<file path="src/rtl/la_wb_initiator.sv">
// la_wb_initiator: single-beat Wishbone classic initiator fed by logic-analyzer command/response probes.
// Optional bus timeout with error response enabled by defining LA_WB_TIMEOUT_EN.
module la_wb_initiator #(
    parameter int AW             = 32,
    parameter int DW             = 32,
    parameter int TIMEOUT_CYCLES = 255
) (
    input  logic            wb_clk_i,
    input  logic            wb_rst_n_i,
    input  logic            cmd_valid_i,
    output logic            cmd_ready_o,
    input  logic            cmd_we_i,
    input  logic [DW/8-1:0] cmd_sel_i,
    input  logic [AW-1:0]   cmd_adr_i,
    input  logic [DW-1:0]   cmd_dat_i,
    output logic            rsp_valid_o,
    input  logic            rsp_ready_i,
    output logic [DW-1:0]   rsp_dat_o,
    output logic            rsp_err_o,
    output logic            busy_o,
    output logic            m_cyc_o,
    output logic            m_stb_o,
    output logic            m_we_o,
    output logic [DW/8-1:0] m_sel_o,
    output logic [AW-1:0]   m_adr_o,
    output logic [DW-1:0]   m_dat_o,
    input  logic            m_ack_i,
    input  logic [DW-1:0]   m_dat_i
);
    typedef enum logic [1:0] {IDLE, BUS, RESP} state_t;

    state_t state, state_n;
    logic tmo, accept, keep, cyc_n, we_n, rsp_valid_n;
    logic [DW/8-1:0] sel_n;
    logic [AW-1:0] adr_n;
    logic [DW-1:0] dat_n, rsp_dat_n;

    if (TIMEOUT_CYCLES < 1) begin : g_bad_timeout
        $error("TIMEOUT_CYCLES must be at least 1");
    end

    always_ff @(posedge wb_clk_i) begin
        if (!wb_rst_n_i) begin
            state       <= IDLE;
            cmd_ready_o <= 1'b1;
            busy_o      <= 1'b0;
            m_cyc_o     <= 1'b0;
            m_stb_o     <= 1'b0;
            m_we_o      <= 1'b0;
            m_sel_o     <= '0;
            m_adr_o     <= '0;
            m_dat_o     <= '0;
            rsp_valid_o <= 1'b0;
            rsp_dat_o   <= '0;
        end else begin
            state       <= state_n;
            cmd_ready_o <= !keep;
            busy_o      <= keep;
            m_cyc_o     <= cyc_n;
            m_stb_o     <= cyc_n;
            m_we_o      <= we_n;
            m_sel_o     <= sel_n;
            m_adr_o     <= adr_n;
            m_dat_o     <= dat_n;
            rsp_valid_o <= rsp_valid_n;
            rsp_dat_o   <= rsp_dat_n;
        end
    end

    always_comb begin
        state_n = (state == IDLE && cmd_valid_i)          ? BUS  :
                  (state == BUS && (m_ack_i || tmo))      ? RESP :
                  (state == RESP && rsp_ready_i)          ? IDLE : state;
    end

    // m_* hold the command from acceptance until the response is consumed
    always_comb begin
        accept      = state == IDLE && cmd_valid_i;
        keep        = state_n != IDLE;
        cyc_n       = state_n == BUS;
        we_n        = accept ? cmd_we_i  : keep && m_we_o;
        sel_n       = accept ? cmd_sel_i : keep ? m_sel_o : '0;
        adr_n       = accept ? cmd_adr_i : keep ? m_adr_o : '0;
        dat_n       = accept ? cmd_dat_i : keep ? m_dat_o : '0;
        rsp_valid_n = state_n == RESP;
        rsp_dat_n   = state == BUS ? ((m_ack_i && !m_we_o) ? m_dat_i : '0) :
                      state_n == RESP ? rsp_dat_o : '0;
    end

`ifdef LA_WB_TIMEOUT_EN
    localparam int CW = $clog2(TIMEOUT_CYCLES + 1);
    logic [CW-1:0] cnt, cnt_n;
    logic err_n;
    assign tmo   = state == BUS && cnt == CW'(TIMEOUT_CYCLES);
    assign cnt_n = (state == BUS && state_n == BUS) ? cnt + 1'b1 : '0;
    // an ack in the final counted cycle still wins over the abort
    assign err_n = state == BUS ? (tmo && !m_ack_i) : (state_n == RESP && rsp_err_o);

    always_ff @(posedge wb_clk_i) begin
        cnt       <= wb_rst_n_i ? cnt_n : '0;
        rsp_err_o <= wb_rst_n_i && err_n;
    end
`else
    assign tmo       = 1'b0;
    assign rsp_err_o = 1'b0;
`endif
endmodule

</file>
<file path="config.mk">
export PLATFORM = sky130hd
export DESIGN_NAME = la_wb_initiator
export DESIGN_NICKNAME = d
export VERILOG_FILES = /design/src/rtl/la_wb_initiator.sv
export SDC_FILE = /design/constraint.sdc
export NUM_CORES = 1
export LEC_CHECK = 0
export CAP_MARGIN = 25
export CORE_ASPECT_RATIO = 1.5
export CORE_MARGIN = 10
export CORE_UTILIZATION = 40
export CTS_BUF_LIST = sky130_fd_sc_hd__clkbuf_4 sky130_fd_sc_hd__clkbuf_8
export DETAILED_ROUTE_END_ITERATION = 8
export GPL_TIMING_DRIVEN = 1
export PLACE_DENSITY = 0.87
export SLEW_MARGIN = 20
export SYNTH_ARGS = -nofsm -noshare
export SYNTH_HDL_FRONTEND = slang
export SYNTH_SLANG_ARGS = --single-unit
</file>
<file path="constraint.sdc">
create_clock -name wb_clk_i -period 3.9 [get_ports wb_clk_i]
set_input_delay 0.39 -clock wb_clk_i [delete_from_list [all_inputs] [get_ports wb_clk_i]]
set_output_delay 0.39 -clock wb_clk_i [all_outputs]
set_load 0.005 [all_outputs]
</file>
# Word-level counts from Yosys, hierarchy flattened
# Cells that the tools add are included.
[word_totals]
wordCells = 37
in_bits = 106
ram_bits = 0
rom_bits = 0
memories = 0
latch_bits = 0
regBits = 107
[op_classes]
bitwise = 0
n_shift = 0
mul = 0
n_addsub = 0
magnitude_cmp = 0
div = 0
n_reduce_logical = 9
n_mux = 12
n_eq_ne = 6
[op_table]
columns = ["op", "n"]
rows = [
  ["two-way mux 32 bit", 6],
  ["two-way mux 4 bit", 2],
  ["two-way mux 2 bit", 3],
  ["logical AND 1 bit", 5],
  ["equality test 2 x 1 -> 1 bit, second input constant", 2],
  ["equality test 2 bit, second input constant", 2],
  ["inequality test 2 x 1 -> 1 bit, second input constant", 2],
  ["logical NOT 1 bit", 2],
  ["logical NOT 2 bit", 1],
  ["nonzero test 2 bit", 1],
  ["two-way mux 1 bit", 1],
]

# Depth between registers and ports, before layout
# Gate-level depths: netlist of run 1.
[logic_depth]
depth_word = 8
mapped_depth = 6

# Worst setup path before layout of run 1
# Ideal clock, no wire load.
[synth_timing]
kind = "register -> register"
start = "register state[0]"
end = "register m_adr_o[24]"
period_less_slack_ps = 1240
setup_time_ps = 117
required_ps = 3783
path_buffers = 3
arrival_time_ps = 1124
slack_ps = 2660
path_stages_with_launch = 7
cell_sequence = "dfxtp_1 -> buf_2 -> nand2b_4 -> nor2_4 -> buf_4 -> buf_6 -> a22o_1"
[synth_between]
elab_chain_cells = 7
word_cells_on_any_way = 12
[synth_rtl]
columns = ["item", "line", "rtl"]
rows = [
  ["start: declaration", "32", "state_t state, state_n;"],
  ["start signal: assignment", "56", "state <= state_n;"],
  ["equality test 2 bit", "73", "(state == RESP && rsp_ready_i) ? IDLE : state;"],
  ["logical AND 1 bit", "73", ""],
  ["two-way mux 2 bit", "73", ""],
  ["two-way mux 2 bit", "72", "(state == BUS && (m_ack_i || tmo)) ? RESP :"],
  ["two-way mux 2 bit", "71", "state_n = (state == IDLE && cmd_valid_i) ? BUS :"],
  ["nonzero test 2 bit", "79", "keep = state_n != IDLE;"],
  ["inequality test 2 x 1 -> 1 bit (no source line)", "-", ""],
  ["end signal: assignment", "63", "m_adr_o <= adr_n;"],
  ["end: declaration", "25", "output logic [AW-1:0] m_adr_o,"],
]
# Several ways; a longest one is shown, not always the timed one.
# A chain may end at the register's enable or synchronous reset.

==> impl_metrics.py, run 1 <==
metrics = {
    "synth": {
        "synthTopCellsByCount": "107 x dfxtp_1, 101 x a22o_1, 17 x buf_2",
        "synth_seq_cells": 107,
        "synth.most_common_cell": "dfxtp_1",
        "netlist.area_leader.share": 0.6443,
        "synth.distinct_cells": 22,
        "synth_area_um2": 3324,
        "synth.avg_cell_area_um2": 13.04,
        "yosysTopAreaCell": "dfxtp_1",
        "ys_top_cells_by_area": "dfxtp_1 64%, a22o_1 27%, buf_2 2.6%",
        "synth_ff_type": "dfxtp_1",
        "syn_nets": 361,
        "syn_inst": 255,
        "synth_seq_area_share": 0.6443,
        "async_reset_ff_frac": 0,
        "synth_edf_count": 0,
        "yosys_warnings": 0,
    },
    "cells_and_area": {
        "fillCellCount": 581,
        "postLayoutCellArea_um2": 5736,
        "area_delta_synth_final_pct": 72.53,
        "diodes": 0,
        "drive_gt1_frac": 0.05832,
        "nets": 565,
    },
    "clock_tree": {
        "cts_buffers": 9,
        "post-cts-setup-buffers": 0,
        "clockBufferDepth": 2,
        "cts_tree": "built",
        "clock_latency_ns": 0.37,
        "cts.clk_slew.worst_paths_ns": 0.09,
        "clock-sinks": 107,
        "h-tree-depth": 3,
        "ctsResizeCount": 0,
        "cts_hold_buf": 0,
        "clockRootBuffer": "clkbuf_8",
    },
    "global_routing": {
        "grt_pass1_wl_um": 17100,
        "grt_max_degree": 40,
        "grt_overflow_total": 0,
        "grtUsageTotal": 0.1769,
        "grt_antenna_before_repair": 0,
        "grt_pass1_vias": 3060,
    },
    "placed_design": {
        "numPortBuffers": 211,
        "place_area_um2": 5515,
        "gp_congestion": 0.7400,
        "hpwl_um": 8711,
    },
    "sta": {
        "rsz0062_at_grt": "false",
        "worstMarginPinSlew_ns": 0.8165,
        "max_freq_mhz": 485.6,
        "final.min_clock_period_ns": 2.059,
        "finalSetupViolations": 0,
        "post-route-period-util": 0.5280,
        "finalMaxSlewViolations": 0,
        "hold_viol_final": 0,
        "slew_headroom": 0.4545,
        "fin_skew_ns": 0.01112,
        "totalNegativeSetupSlack_ns": 0,
    },
    "detailed_routing": {
        "drc": 0,
        "drt_first_pass_iters": 4,
        "vias": 2854,
        "wire_per_inst_um": 19.75,
        "routed_wirelength_um": 11220,
        "drt-initial-drc-count": 111,
        "viasPerCell": 5.025,
        "ant_nets": 0,
    },
    "pwr": {
        "power_density_nw_per_um2": 389.5,
        "ir_worst_vdd_mv": 0.2714,
        "leakage_nw": 2.188,
    },
    "critical_path": {
        "arrival_ns": 2.37,
        "critical_path.cell_chain": "clkdlybuf4s50_1, nand2b_2, nor2_4, buf_4, a22o_1",
        "path_class": "in2reg",
        "required_ns": 4.21,
        "worstPathMaxFanout": 36,
        "slowest_delay_ns": 0.65,
        "critPathCaptureType": "flop",
        "cp.buffers_inverters": 2,
        "start_kind": "primary input",
        "slowest_stage": "nor2_4",
        "reg2reg_depth": 4,
        "cp_num_cells": 5,
        "cp_top_family": "buffers and inverters",
    },
    "floorplan": {
        "rows": 40,
        "die_x_um": 94.44,
        "initial_core_util": 0.4126,
        "fp.dieH_um": 131.7,
        "fp.coreArea_um2": 8058,
        "top_level_ports": 213,
        "dieArea_um2": 12430,
    },
    "run_status": {
        "status": "completed",
    },
    "run": {
        "maxCapViolations": 0,
    },
    "worst_hold_path": {
        "min_path_cells": 1,
        "worstHoldPathType": "reg2reg",
    },
}
cells by family after synthesis:
kind of cell	Yosys count	synth area share
simple gates	12	0.02710
compound gates	109	0.2827
buf+inv	26	0.04479
flops	107	0.6443
other cells	1	0.001128
where the power goes:
group	total, W	leakage (nW)	internal (W)	switching (W)
clock	0.000745	0.114	0.000398	0.000347
combinational	0.000317	1.20	0.000218	0.0000994
sequential	0.00117	0.873	0.00114	0.0000297
total	0.00223	2.19	0.00176	0.000476
stage by stage:
| step | std cells | setup slack, ns | total power [W] | hold WS, ns | utilization |
|---|---|---|---|---|---|
| 2_1_floorplan | 255 | 2.660 | 0.001287 | 0.4660 | - |
| 3_3_place_gp | 551 | 1.513 | 0.001507 | 0.4540 | 0.6807 |
| 3_5_place_dp | 553 | 1.453 | 0.001516 | 0.4565 | 0.6845 |
| 4_1_cts | 568 | 1.842 | 0.002253 | 0.4828 | 0.7118 |
| 5_1_grt | 568 | 1.716 | 0.002317 | 0.4917 | 0.7118 |
| 6_report | 568 | 1.841 | 0.002234 | 0.4801 | 0.7118 |
cell type report:
type                       count  area, um^2  area share
clock buffer                  13       160.2     0.02792
clock inverter                 2       60.06     0.01047
tap                          105       131.4     0.02291
timing repair buffer         216        2177      0.3796
inverter                       3       11.26    0.001963
multi-input combinational    122        1054      0.1837
sequential                   107        2142      0.3735
final timing paths:
| check | startpoint | to | slack, ns |
|---|---|---|---|
| worst min register to register | m_adr_o[29] | m_adr_o[29] | 0.48 |
| worst max register to register | state[1] | m_dat_o[13] | 1.96 |
| worst min-delay path | m_adr_o[29] | m_adr_o[29] | 0.48 |
| worst max-delay path | wb_rst_n_i | m_dat_o[13] | 1.84 |
placed cells by master (no fill, tap or decap), types with 3 or more instances in the layout:
cell | netlist | final
clkdlybuf4s50_1 | 0 | 211
dfxtp_1 | 107 | 107
a22o_1 | 101 | 101
clkbuf_8 | 0 | 10
nand2b_1 | 3 | 3
o21ai_0 | 3 | 3
clkbuf_4 | 0 | 3
sequential cells by signal (all words and copies together) (netlist names), 2 cells and up:
signal,flops
m_adr_o,32
m_dat_o,32
rsp_dat_o,32
m_sel_o,4
state,2
per-layer routing:
layer / global-route usage / part of all wire
met5: 0 / 0
met4: 0.05847 / 0.012
met3: 0.07583 / 0.095
met2: 0.3008 / 0.52
met1: 0.1882 / 0.37
Power figures use the tool's default switching activity.
==> run 2, diff against run 1 <==
Settings changed: CORE_UTILIZATION 40 to 37, PLACE_DENSITY 0.87 to 0.82.
Clock period 3.9 ns to 2.1 ns, I/O delays scaled along.
==> run 2 against run 1 <==
Net effect:
- highest routed layer unchanged
- largest power group unchanged
- critical path depth fell by 4
- sequential share of layout area fell by 0.065 points
- via count rose by 0.56%
==> impl_metrics.py, run 2 (synthesis gave the netlist of run 1 again) <==
metrics = {
    "clock_tree": {
        "cts_hold_buf": 0,
        "clock_latency_ns": 0.37,
        "cts_tree": "built",
        "clock-sinks": 107,
        "cts_buffers": 9,
        "post-cts-setup-buffers": 0,
        "h-tree-depth": 3,
        "clockBufferDepth": 2,
        "cts.clk_slew.worst_paths_ns": 0.10,
        "clockRootBuffer": "clkbuf_8",
        "ctsResizeCount": 0,
    },
    "critical_path": {
        "r2r_end": "m_adr_o[22]",
        "cp_num_cells": 1,
        "reg2reg_depth": 4,
        "reg2reg_setup_slack_ns": 0.62,
        "r2r_start": "state[0]",
        "required_ns": 1.89,
        "cp.buffers_inverters": 1,
        "critPathCaptureType": "output port",
        "cp_top_family": "buffers and inverters",
        "slowest_delay_ns": 0.56,
        "path_class": "reg2out",
        "slowest_stage": "clkdlybuf4s50_1",
        "critical_path.cell_chain": "clkdlybuf4s50_1",
        "worstPathMaxFanout": 3,
        "start_kind": "flop",
        "arrival_ns": 1.32,
    },
    "floorplan": {
        "initial_core_util": 0.3788,
        "fp.dieH_um": 136.1,
        "rows": 42,
        "top_level_ports": 213,
        "fp.coreArea_um2": 8776,
        "dieArea_um2": 13250,
        "die_x_um": 97.40,
    },
    "global_routing": {
        "grt_max_degree": 43,
        "grt_pass1_vias": 3050,
        "grtUsageTotal": 0.1604,
        "grt_pass1_wl_um": 16970,
        "grt_antenna_before_repair": 0,
        "grt_overflow_total": 0,
    },
    "placed_design": {
        "gp_congestion": 0.7579,
        "numPortBuffers": 211,
        "hpwl_um": 8600,
        "place_ws_ns": 0.3700,
    },
    "detailed_routing": {
        "vias": 2870,
        "drt_first_pass_iters": 4,
        "drt-initial-drc-count": 83,
        "ant_nets": 0,
        "wire_per_inst_um": 19.43,
        "routed_wirelength_um": 11180,
        "viasPerCell": 4.991,
        "drc": 0,
    },
    "pwr": {
        "leakage_nw": 2.189,
        "clkPwrFrac": 0.318,
        "power_density_nw_per_um2": 707.9,
        "swShare": 0.2290,
        "p_sw_w": 0.0009316,
        "sequentialPowerShare": 0.535,
        "p_comb_frac": 0.146,
        "ir_worst_vdd_mv": 0.4331,
        "power_w": 0.004067,
        "power.internal_w": 0.003136,
    },
    "sta": {
        "finalSetupViolations": 0,
        "rsz0062_at_grt": "false",
        "setup_slack_ns": 0.5682,
        "final.min_clock_period_ns": 1.532,
        "finalMaxSlewViolations": 0,
        "hold_viol_final": 0,
        "totalNegativeSetupSlack_ns": 0,
        "fin_skew_ns": 0.01042,
        "post-route-period-util": 0.7294,
        "max_freq_mhz": 652.8,
    },
    "cells_and_area": {
        "drive_gt1_frac": 0.06237,
        "top_regs": "m_adr_o (32), m_dat_o (32), rsp_dat_o (32)",
        "final_common_cell": "clkdlybuf4s50_1",
        "area_delta_synth_final_pct": 72.83,
        "mostFrequentLayoutCells": "211 x clkdlybuf4s50_1, 107 x dfxtp_1, 101 x a22o_1, 10 x clkbuf_8",
        "nets": 566,
        "diodes": 0,
    },
    "worst_hold_path": {
        "holdPathEnd": "rsp_dat_o[28]",
        "hold_path_startpoint": "m_dat_i[28]",
        "min_path_cells": 2,
        "worstHoldPathType": "in2reg",
    },
    "run_status": {
        "status": "completed",
    },
    "run": {
        "maxCapViolations": 0,
    },
}
## run 2: cell count changes in the layout (fill, tap and decap cells not counted), sizes merged
cell    delta
clkinv     +3
clkbuf     -2
buf        +1
inv        +1
bufinv     -1
## run 2: metrics by stage
stage          hold WS (ns)  std cells    util  instance area (um^2)
3_3_place_gp         0.4547        559  0.6312                  5539
4_1_cts              0.4026        575  0.6547                  5746
2_1_floorplan        0.2862        255       -                  3324
3_5_place_dp         0.4553        559  0.6312                  5539
5_1_grt              0.4095        575  0.6547                  5746
6_report             0.4264        575  0.6547                  5746
## run 2: layer usage
layer	up-vias	GRT usage	part of all wire
li1	1372	-	-
met1	1339	0.1721	0.38
met2	137	0.2646	0.50
met3	22	0.07063	0.088
met4	0	0.07861	0.032
met5	-	0	0
## run 2: how the worst max path moves through the flow
stage	from	slack, ns	endpoint
after floorplan	state[0]	0.86	m_adr_o[24]
after global placement	rsp_ready_i	0.44	m_dat_o[24]
after detailed placement	rsp_ready_i	0.37	m_adr_o[22]
after CTS	m_we_o	0.53	m_we_o
after global routing	state[0]	0.50	rsp_dat_o[16]
final	m_we_o	0.57	m_we_o
## run 2: final cells by class
type                    count  area (um^2)
flip-flops and latches    107         2142
inverters                   3        11.26
clock buffers              11        145.1
clock inverters             5        61.31
well taps                 110        137.6
repair buffers            217         2195
multi-input cells         122         1054
fillers                   661         3030
## run 2: power groups by stage
stage,Sequential [W],Combinational [W],Clock [W]
after global placement,0.00222,0.000589,0
after CTS,0.00218,0.000603,0.00133
after floorplan,0.00222,0.000167,0
after detailed placement,0.00222,0.000601,0
after global routing,0.00219,0.000634,0.00140
final,0.00218,0.000595,0.00130
